## src/rtl/tlb_lru_update_if.sv

```systemverilog
// Access, flush and read-port bundle for the TLB LRU counter block.
interface tlb_lru_update_if #(
  parameter int SET_BITS = 4,
  parameter int WAY_BITS = 2,
  parameter int NUM_WAYS = 4,
  parameter int LRU_BITS = 4
);
  logic                         acc_valid;
  logic [SET_BITS-1:0]          acc_set;
  logic [WAY_BITS-1:0]          acc_way;
  logic                         acc_ready;
  logic                         flush_req;
  logic                         flush_done;
  logic                         upd_done;
  logic [SET_BITS-1:0]          rd_set;
  logic [NUM_WAYS*LRU_BITS-1:0] rd_lru;

  modport master (
    output acc_valid, acc_set, acc_way, flush_req, rd_set,
    input  acc_ready, flush_done, upd_done, rd_lru
  );

  modport slave (
    input  acc_valid, acc_set, acc_way, flush_req, rd_set,
    output acc_ready, flush_done, upd_done, rd_lru
  );
endinterface

```

## src/rtl/tlb_lru_update.sv

```systemverilog
// Per-set LRU counter storage for a TLB: an access bumps the way to max+1,
// renormalising the set (halve all, accessed way = midpoint) on saturation.
// A flush sweeps every set to zero, one set per cycle.
module tlb_lru_update #(
  parameter int NUM_WAYS = 4,
  parameter int LRU_BITS = 4,
  parameter int NUM_SETS = 16
) (
  input logic            clk,
  input logic            rst,
  tlb_lru_update_if.slave bus
);
  localparam int SET_BITS = $clog2(NUM_SETS);
  localparam int WAY_BITS = $clog2(NUM_WAYS);

  localparam logic [1:0] IDLE   = 2'd0;
  localparam logic [1:0] UPDATE = 2'd1;
  localparam logic [1:0] RENORM = 2'd2;
  localparam logic [1:0] FLUSH  = 2'd3;

  localparam logic [LRU_BITS-1:0] ONE      = LRU_BITS'(1);
  localparam logic [LRU_BITS-1:0] HALF     = LRU_BITS'(1) << (LRU_BITS - 1);
  localparam logic [SET_BITS-1:0] LAST_SET = SET_BITS'(NUM_SETS - 1);

  logic [1:0]          state;
  logic [SET_BITS-1:0] set_q;
  logic [WAY_BITS-1:0] way_q;
  logic [SET_BITS-1:0] flush_set;
  logic [LRU_BITS-1:0] cnt [NUM_SETS][NUM_WAYS];
  logic [LRU_BITS-1:0] max_val;
  logic                saturated;

  // Largest counter of the registered set; saturation forces a renormalise.
  always_comb begin
    max_val = '0;
    for (int unsigned w = 0; w < NUM_WAYS; w++) begin
      if (cnt[set_q][w] > max_val) max_val = cnt[set_q][w];
    end
    saturated = (max_val == '1);
  end

  // Handshake and completion pulses decode directly from the current state.
  always_comb begin
    bus.acc_ready  = (state == IDLE) && !bus.flush_req;
    bus.upd_done   = ((state == UPDATE) && !saturated) || (state == RENORM);
    bus.flush_done = (state == FLUSH) && (flush_set == LAST_SET);
  end

  // Read port shows stored counters; writes become visible the next cycle.
  always_comb begin
    bus.rd_lru = '0;
    for (int unsigned w = 0; w < NUM_WAYS; w++) begin
      bus.rd_lru[w*LRU_BITS +: LRU_BITS] = cnt[bus.rd_set][w];
    end
  end

  // Control FSM and counter storage; reset wins over any in-flight write.
  always_ff @(posedge clk) begin
    if (rst) begin
      state     <= IDLE;
      set_q     <= '0;
      way_q     <= '0;
      flush_set <= '0;
      for (int unsigned s = 0; s < NUM_SETS; s++) begin
        for (int unsigned w = 0; w < NUM_WAYS; w++) begin
          cnt[s][w] <= '0;
        end
      end
    end else begin
      case (state)
        IDLE: begin
          if (bus.flush_req) begin
            flush_set <= '0;
            state     <= FLUSH;
          end else if (bus.acc_valid) begin
            set_q <= bus.acc_set;
            way_q <= bus.acc_way;
            state <= UPDATE;
          end
        end
        UPDATE: begin
          if (!saturated) begin
            cnt[set_q][way_q] <= max_val + ONE;
            state             <= IDLE;
          end else begin
            state <= RENORM;
          end
        end
        RENORM: begin
          for (int unsigned w = 0; w < NUM_WAYS; w++) begin
            cnt[set_q][w] <= (WAY_BITS'(w) == way_q) ? HALF : (cnt[set_q][w] >> 1);
          end
          state <= IDLE;
        end
        FLUSH: begin
          for (int unsigned w = 0; w < NUM_WAYS; w++) begin
            cnt[flush_set][w] <= '0;
          end
          if (flush_set == LAST_SET) state <= IDLE;
          else flush_set <= flush_set + SET_BITS'(1);
        end
        default: state <= IDLE;
      endcase
    end
  end
endmodule

```

## src/flat_wrapper.sv

```systemverilog
// flat-port wrapper written by rule: the top's interface ports become plain ports
module tlb_lru_update_flat 
#(
  parameter int NUM_WAYS = 4,
  parameter int LRU_BITS = 4,
  parameter int NUM_SETS = 16
)
  (clk, rst, bus_acc_valid, bus_acc_set, bus_acc_way, bus_flush_req, bus_rd_set, bus_acc_ready, bus_flush_done, bus_upd_done, bus_rd_lru);
  tlb_lru_update_if #(.NUM_WAYS(NUM_WAYS), .LRU_BITS(LRU_BITS)) bus_i ();
  input logic clk;
  input logic rst;
  input wire logic [$bits(bus_i.acc_valid)-1:0] bus_acc_valid;
  input wire logic [$bits(bus_i.acc_set)-1:0] bus_acc_set;
  input wire logic [$bits(bus_i.acc_way)-1:0] bus_acc_way;
  input wire logic [$bits(bus_i.flush_req)-1:0] bus_flush_req;
  input wire logic [$bits(bus_i.rd_set)-1:0] bus_rd_set;
  output wire logic [$bits(bus_i.acc_ready)-1:0] bus_acc_ready;
  output wire logic [$bits(bus_i.flush_done)-1:0] bus_flush_done;
  output wire logic [$bits(bus_i.upd_done)-1:0] bus_upd_done;
  output wire logic [$bits(bus_i.rd_lru)-1:0] bus_rd_lru;
  assign bus_i.acc_valid = bus_acc_valid;
  assign bus_i.acc_set = bus_acc_set;
  assign bus_i.acc_way = bus_acc_way;
  assign bus_i.flush_req = bus_flush_req;
  assign bus_i.rd_set = bus_rd_set;
  assign bus_acc_ready = bus_i.acc_ready;
  assign bus_flush_done = bus_i.flush_done;
  assign bus_upd_done = bus_i.upd_done;
  assign bus_rd_lru = bus_i.rd_lru;
  tlb_lru_update #(.NUM_WAYS(NUM_WAYS), .LRU_BITS(LRU_BITS), .NUM_SETS(NUM_SETS)) u_core (.clk(clk), .rst(rst), .bus(bus_i));
endmodule
```

## config.mk

```make
export PLATFORM = sky130hd
export DESIGN_NAME = tlb_lru_update_flat
export DESIGN_NICKNAME = d
export VERILOG_FILES = /design/src/rtl/tlb_lru_update_if.sv /design/src/rtl/tlb_lru_update.sv /design/src/flat_wrapper.sv
export SDC_FILE = /design/constraint.sdc
export NUM_CORES = 1
export LEC_CHECK = 0
export CAP_MARGIN = 20
export CORE_MARGIN = 10
export CORE_UTILIZATION = 30
export CTS_BUF_LIST = sky130_fd_sc_hd__clkbuf_4 sky130_fd_sc_hd__clkbuf_8 sky130_fd_sc_hd__clkbuf_16
export DETAILED_ROUTE_END_ITERATION = 8
export SLEW_MARGIN = 20
export SYNTH_ARGS = -nofsm -noshare
export SYNTH_HDL_FRONTEND = slang
export SYNTH_SLANG_ARGS = --single-unit
```

## constraint.sdc

```tcl
create_clock -name clk -period 10.7 [get_ports clk]
set_clock_uncertainty 0.05 [all_clocks]
set_input_delay 3.21 -clock clk [delete_from_list [all_inputs] [get_ports clk]]
set_output_delay 3.21 -clock clk [all_outputs]
set_load 0.01 [all_outputs]
```

==> flow_results.xml <==
<?xml version="1.0" encoding="UTF-8"?>
<metrics>
  <group name="critical_path">
    <metric name="delay_of_the_slowest_cell_on_the_worst_path" unit="ns">0.59</metric>
    <metric name="path_max_fanout" unit="">11</metric>
    <metric name="cp-end-kind" unit="">primary output</metric>
    <metric name="criticalPathCategory" unit="">register to primary output</metric>
    <metric name="number_of_buffers_and_inverters_on_the_critical_path" unit="">7</metric>
    <metric name="cpLargestDelayFamily" unit="">compound AO/OA/AOI/OAI gates</metric>
    <metric name="startpoint_type" unit="">register</metric>
    <metric name="crit_required" unit="ns">7.44</metric>
    <metric name="worst_path_arrival_time" unit="ns">7.12</metric>
    <metric name="critical_path.slowest_cell" unit="">sky130_fd_sc_hd__mux4_1</metric>
  </group>
  <group name="detailed_routing">
    <metric name="detail_route.vias_per_cell" unit="">5.81</metric>
    <metric name="final_antenna_net_count" unit="">0</metric>
    <metric name="route.final.wire_length" unit="um">50000</metric>
    <metric name="drt_pass1_iterations" unit="">6</metric>
    <metric name="drc" unit="">0</metric>
    <metric name="drt_iter0_drc" unit="">1328</metric>
    <metric name="num_vias" unit="">10800</metric>
    <metric name="route.detailed.wl_per_inst" unit="um">27.0</metric>
  </group>
  <group name="yosys">
    <metric name="yosys_register_bits" unit="">272</metric>
    <metric name="async_flop_share" unit="%">0</metric>
    <metric name="netlist_area" unit="um2">15500</metric>
    <metric name="yosysSeqAreaShare" unit="%">51.5</metric>
    <metric name="synth-edff-count" unit="">256</metric>
    <metric name="synth_cell_types" unit="">63</metric>
    <metric name="dominantRegCellSynth" unit="">sky130_fd_sc_hd__edfxtp_1</metric>
    <metric name="postSynthCellCount" unit="">1148</metric>
    <metric name="synthesis.area_per_instance" unit="um2">13.5</metric>
    <metric name="synth-warning-count" unit="">0</metric>
    <metric name="number_of_nets_in_the_synthesized_netlist" unit="">1176</metric>
  </group>
  <group name="global_routing">
    <metric name="grt_start_max_net_pins" unit="">65</metric>
    <metric name="grt_pass1_wl" unit="um">73500</metric>
    <metric name="grt_overflow_total" unit="">0</metric>
    <metric name="initial_antenna_violation_count" unit="">0</metric>
    <metric name="vias_in_the_first_global_route" unit="">10700</metric>
    <metric name="groute.usage.overall" unit="%">16.1</metric>
  </group>
  <group name="sta">
    <metric name="finalCritPeriodShare" unit="%">97.0</metric>
    <metric name="final_setup_vio_count" unit="">0</metric>
    <metric name="timing.setup.tns" unit="ns">0</metric>
    <metric name="timing.final.max_slew_violations" unit="">0</metric>
    <metric name="achievable-frequency" unit="MHz">96.3</metric>
    <metric name="unrepaired_setup_endpoints_after_global_routing" unit="">no</metric>
    <metric name="slew-limit-headroom" unit="%">29.8</metric>
    <metric name="report.final.hold_viol_count" unit="">0</metric>
    <metric name="post_route_worst_setup_slack" unit="ns">0.317</metric>
    <metric name="worstMarginPinSlew" unit="ns">1.05</metric>
    <metric name="min_period" unit="ns">10.38</metric>
  </group>
  <group name="clock_network">
    <metric name="ctsRootBufferMaster" unit="">sky130_fd_sc_hd__clkbuf_16</metric>
    <metric name="cts.reportedPaths.clkPinSlew" unit="ns">0.06</metric>
    <metric name="tritoncts_clock_tree" unit="">done</metric>
    <metric name="cts_buffers" unit="">29</metric>
    <metric name="number_of_hold_buffers_added_after_cts" unit="">0</metric>
    <metric name="cts.sinks" unit="">272</metric>
    <metric name="htreeDepth" unit="">1</metric>
    <metric name="worst_skew_pair.late_latency" unit="ns">0.57</metric>
    <metric name="clockBufferDepth" unit="">3</metric>
  </group>
  <group name="cells_and_area">
    <metric name="drive_gt1_share" unit="%">22.6</metric>
    <metric name="highest_count_cells_in_the_layout_ignoring_fill_and_taps" unit="">sky130_fd_sc_hd__edfxtp_1, sky130_fd_sc_hd__nor2_1, sky130_fd_sc_hd__mux4_2</metric>
    <metric name="synthToLayoutAreaGrowth" unit="%">13.2</metric>
    <metric name="multiInputGateArea" unit="um2">6950</metric>
    <metric name="filler_cell_count" unit="">4971</metric>
    <metric name="mostFrequentLayoutCell" unit="">sky130_fd_sc_hd__edfxtp_1</metric>
    <metric name="finalInstanceArea" unit="um2">17600</metric>
    <metric name="area.sequential" unit="um2">8010</metric>
    <metric name="antenna-diode-count" unit="">0</metric>
    <metric name="num-nets-final" unit="">1181</metric>
  </group>
  <group name="floorplan">
    <metric name="count_of_standard_cell_rows" unit="">83</metric>
    <metric name="die_width" unit="um">248</metric>
    <metric name="floorplan.die.height" unit="um">248</metric>
    <metric name="core_area" unit="um2">51300</metric>
    <metric name="initial_core_util" unit="%">30.3</metric>
    <metric name="die-area" unit="um2">61300</metric>
    <metric name="ioPinCount" unit="">33</metric>
  </group>
  <group name="hold_path">
    <metric name="min_path_type" unit="">register to register</metric>
  </group>
  <group name="place">
    <metric name="globalplace.congestion" unit="">0.882</metric>
    <metric name="numPortBuffers" unit="">32</metric>
    <metric name="estimated_wirelength_of_the_detail_placed_design" unit="um">34700</metric>
    <metric name="place_worst_setup_slack" unit="ns">0.00798</metric>
    <metric name="instance_area_after_placement" unit="um2">16400</metric>
  </group>
  <group name="outcome">
    <metric name="status" unit="">complete, no violations</metric>
  </group>
  <group name="power">
    <metric name="vdd.ir_drop.worst" unit="uV">483</metric>
    <metric name="power-per-cell-area" unit="nW/um2">245</metric>
    <metric name="p_leak" unit="nW">5.76</metric>
    <metric name="total_power" unit="W">0.00431</metric>
  </group>
  <group name="run">
    <metric name="number_of_violations_of_the_max_capacitance_limit" unit="">0</metric>
  </group>
</metrics>
## flip-flops by register name, summed over array words and instances, names as in the netlist, named ones only
register / count
u_core.flush_set: 4
u_core.cnt: 256
u_core.way_q: 2
u_core.state: 2
u_core.set_q: 4
## routing by layer
| layer | wire, um | track usage, % | vias to the layer above |
|---|---|---|---|
| met5 | 0 | 0 | - |
| met4 | 2390 | 7.08 | 0 |
| met3 | 5020 | 2.96 | 128 |
| met2 | 24200 | 26.9 | 697 |
| met1 | 18400 | 20.2 | 5423 |
| li1 | - | - | 4527 |
## path summary, 6_finish.rpt
path | depth (start not counted) | to | slack (ns) | from
worst max register to register | 30 | u_core.cnt[12][9] | 2.85 | register
worst max-delay path | 30 | bus_upd_done | 0.32 | register
worst min register to register | 2 | u_core.flush_set[0] | 0.54 | u_core.flush_set[0]
worst min-delay path | 2 | u_core.flush_set[0] | 0.54 | u_core.flush_set[0]
## tightest hold or removal path, stage by stage, from the launching register on
cell and delay, ns:
sky130_fd_sc_hd__dfxtp_1 0.40, sky130_fd_sc_hd__nand2_1 0.09, sky130_fd_sc_hd__o31ai_1 0.06
## cells in the mapped netlist (4+ instances only)
library cell | instances | share of area [%]
sky130_fd_sc_hd__a21o_1 | 17 | 0.82
sky130_fd_sc_hd__a21oi_1 | 18 | 0.58
sky130_fd_sc_hd__a21oi_2 | 6 | 0.34
sky130_fd_sc_hd__a221oi_2 | 4 | 0.39
sky130_fd_sc_hd__a22o_1 | 6 | 0.34
sky130_fd_sc_hd__a22oi_1 | 14 | 0.68
sky130_fd_sc_hd__and2_1 | 5 | 0.20
sky130_fd_sc_hd__buf_1 | 11 | 0.27
sky130_fd_sc_hd__buf_12 | 4 | 0.52
sky130_fd_sc_hd__buf_2 | 14 | 0.45
sky130_fd_sc_hd__buf_6 | 13 | 0.94
sky130_fd_sc_hd__clkbuf_1 | 61 | 1.5
sky130_fd_sc_hd__dfxtp_1 | 16 | 2.1
sky130_fd_sc_hd__edfxtp_1 | 256 | 49
sky130_fd_sc_hd__ha_1 | 14 | 1.1
sky130_fd_sc_hd__inv_1 | 20 | 0.48
sky130_fd_sc_hd__mux2i_1 | 8 | 0.52
sky130_fd_sc_hd__mux4_1 | 35 | 5.9
sky130_fd_sc_hd__mux4_2 | 110 | 16
sky130_fd_sc_hd__nand2_1 | 45 | 1.1
sky130_fd_sc_hd__nand2b_1 | 7 | 0.28
sky130_fd_sc_hd__nand3_1 | 28 | 0.90
sky130_fd_sc_hd__nor2_1 | 210 | 5.1
sky130_fd_sc_hd__nor2b_1 | 8 | 0.32
sky130_fd_sc_hd__nor3_1 | 68 | 2.2
sky130_fd_sc_hd__nor4_1 | 15 | 0.60
sky130_fd_sc_hd__o211ai_1 | 6 | 0.29
sky130_fd_sc_hd__o21a_1 | 4 | 0.19
sky130_fd_sc_hd__o21ai_0 | 12 | 0.39
sky130_fd_sc_hd__o21ai_1 | 8 | 0.26
sky130_fd_sc_hd__o21bai_1 | 48 | 2.3
sky130_fd_sc_hd__o22ai_2 | 4 | 0.32
sky130_fd_sc_hd__or2_2 | 6 | 0.24
## report_power, final
group          leakage (nW)  switching, W  internal [W]
logic                  2.50       0.00136      0.000654
clock network         0.486      0.000437      0.000583
registers              2.78     0.0000378       0.00123
## cell type report
class                           count  share of cell area (%)
Clock buffer                       41                    5.07
Clock inverter                     13                   0.448
Inverter                           20                   0.427
Multi-Input combinational cell    749                    39.5
Sequential cell                   272                    45.5
Tap cell                          680                    4.84
Timing Repair Buffer               81                    4.19
## through the flow
stage	hold WS, ns	utilization [%]	instances
3_3_place_gp	0.517	32.0	1792
2_1_floorplan	0.471	-	1148
5_1_grt	0.575	34.3	1856
4_1_cts	0.538	34.1	1852
3_5_place_dp	0.526	32.0	1792
6_report	0.544	34.3	1856
## timing repair
action	CTS	global route
gates resized for setup	5	18
buffers inserted	5	4
endpoints found under the setup margin	1	1
pin swaps	2	1
gates cloned	1	0
endpoints found under the hold margin	0	0
## logic make-up (layout without fill, tap and decap cells)
| group | count (synthesis) | after routing | synth area share [%] |
|---|---|---|---|
| AO/OA/AOI/OAI | 165 | 165 | 8.14 |
| XOR/XNOR | 2 | 2 | 0.113 |
| adder cells (fa/ha/maj) | 14 | 14 | 1.13 |
| buffers and inverters | 127 | 155 | 4.32 |
| flip-flops | 272 | 272 | 51.5 |
| multiplexers | 157 | 157 | 22.8 |
| AND/OR/NAND/NOR | 411 | 411 | 12.0 |
No activity file was read; power rests on OpenSTA's default activity.
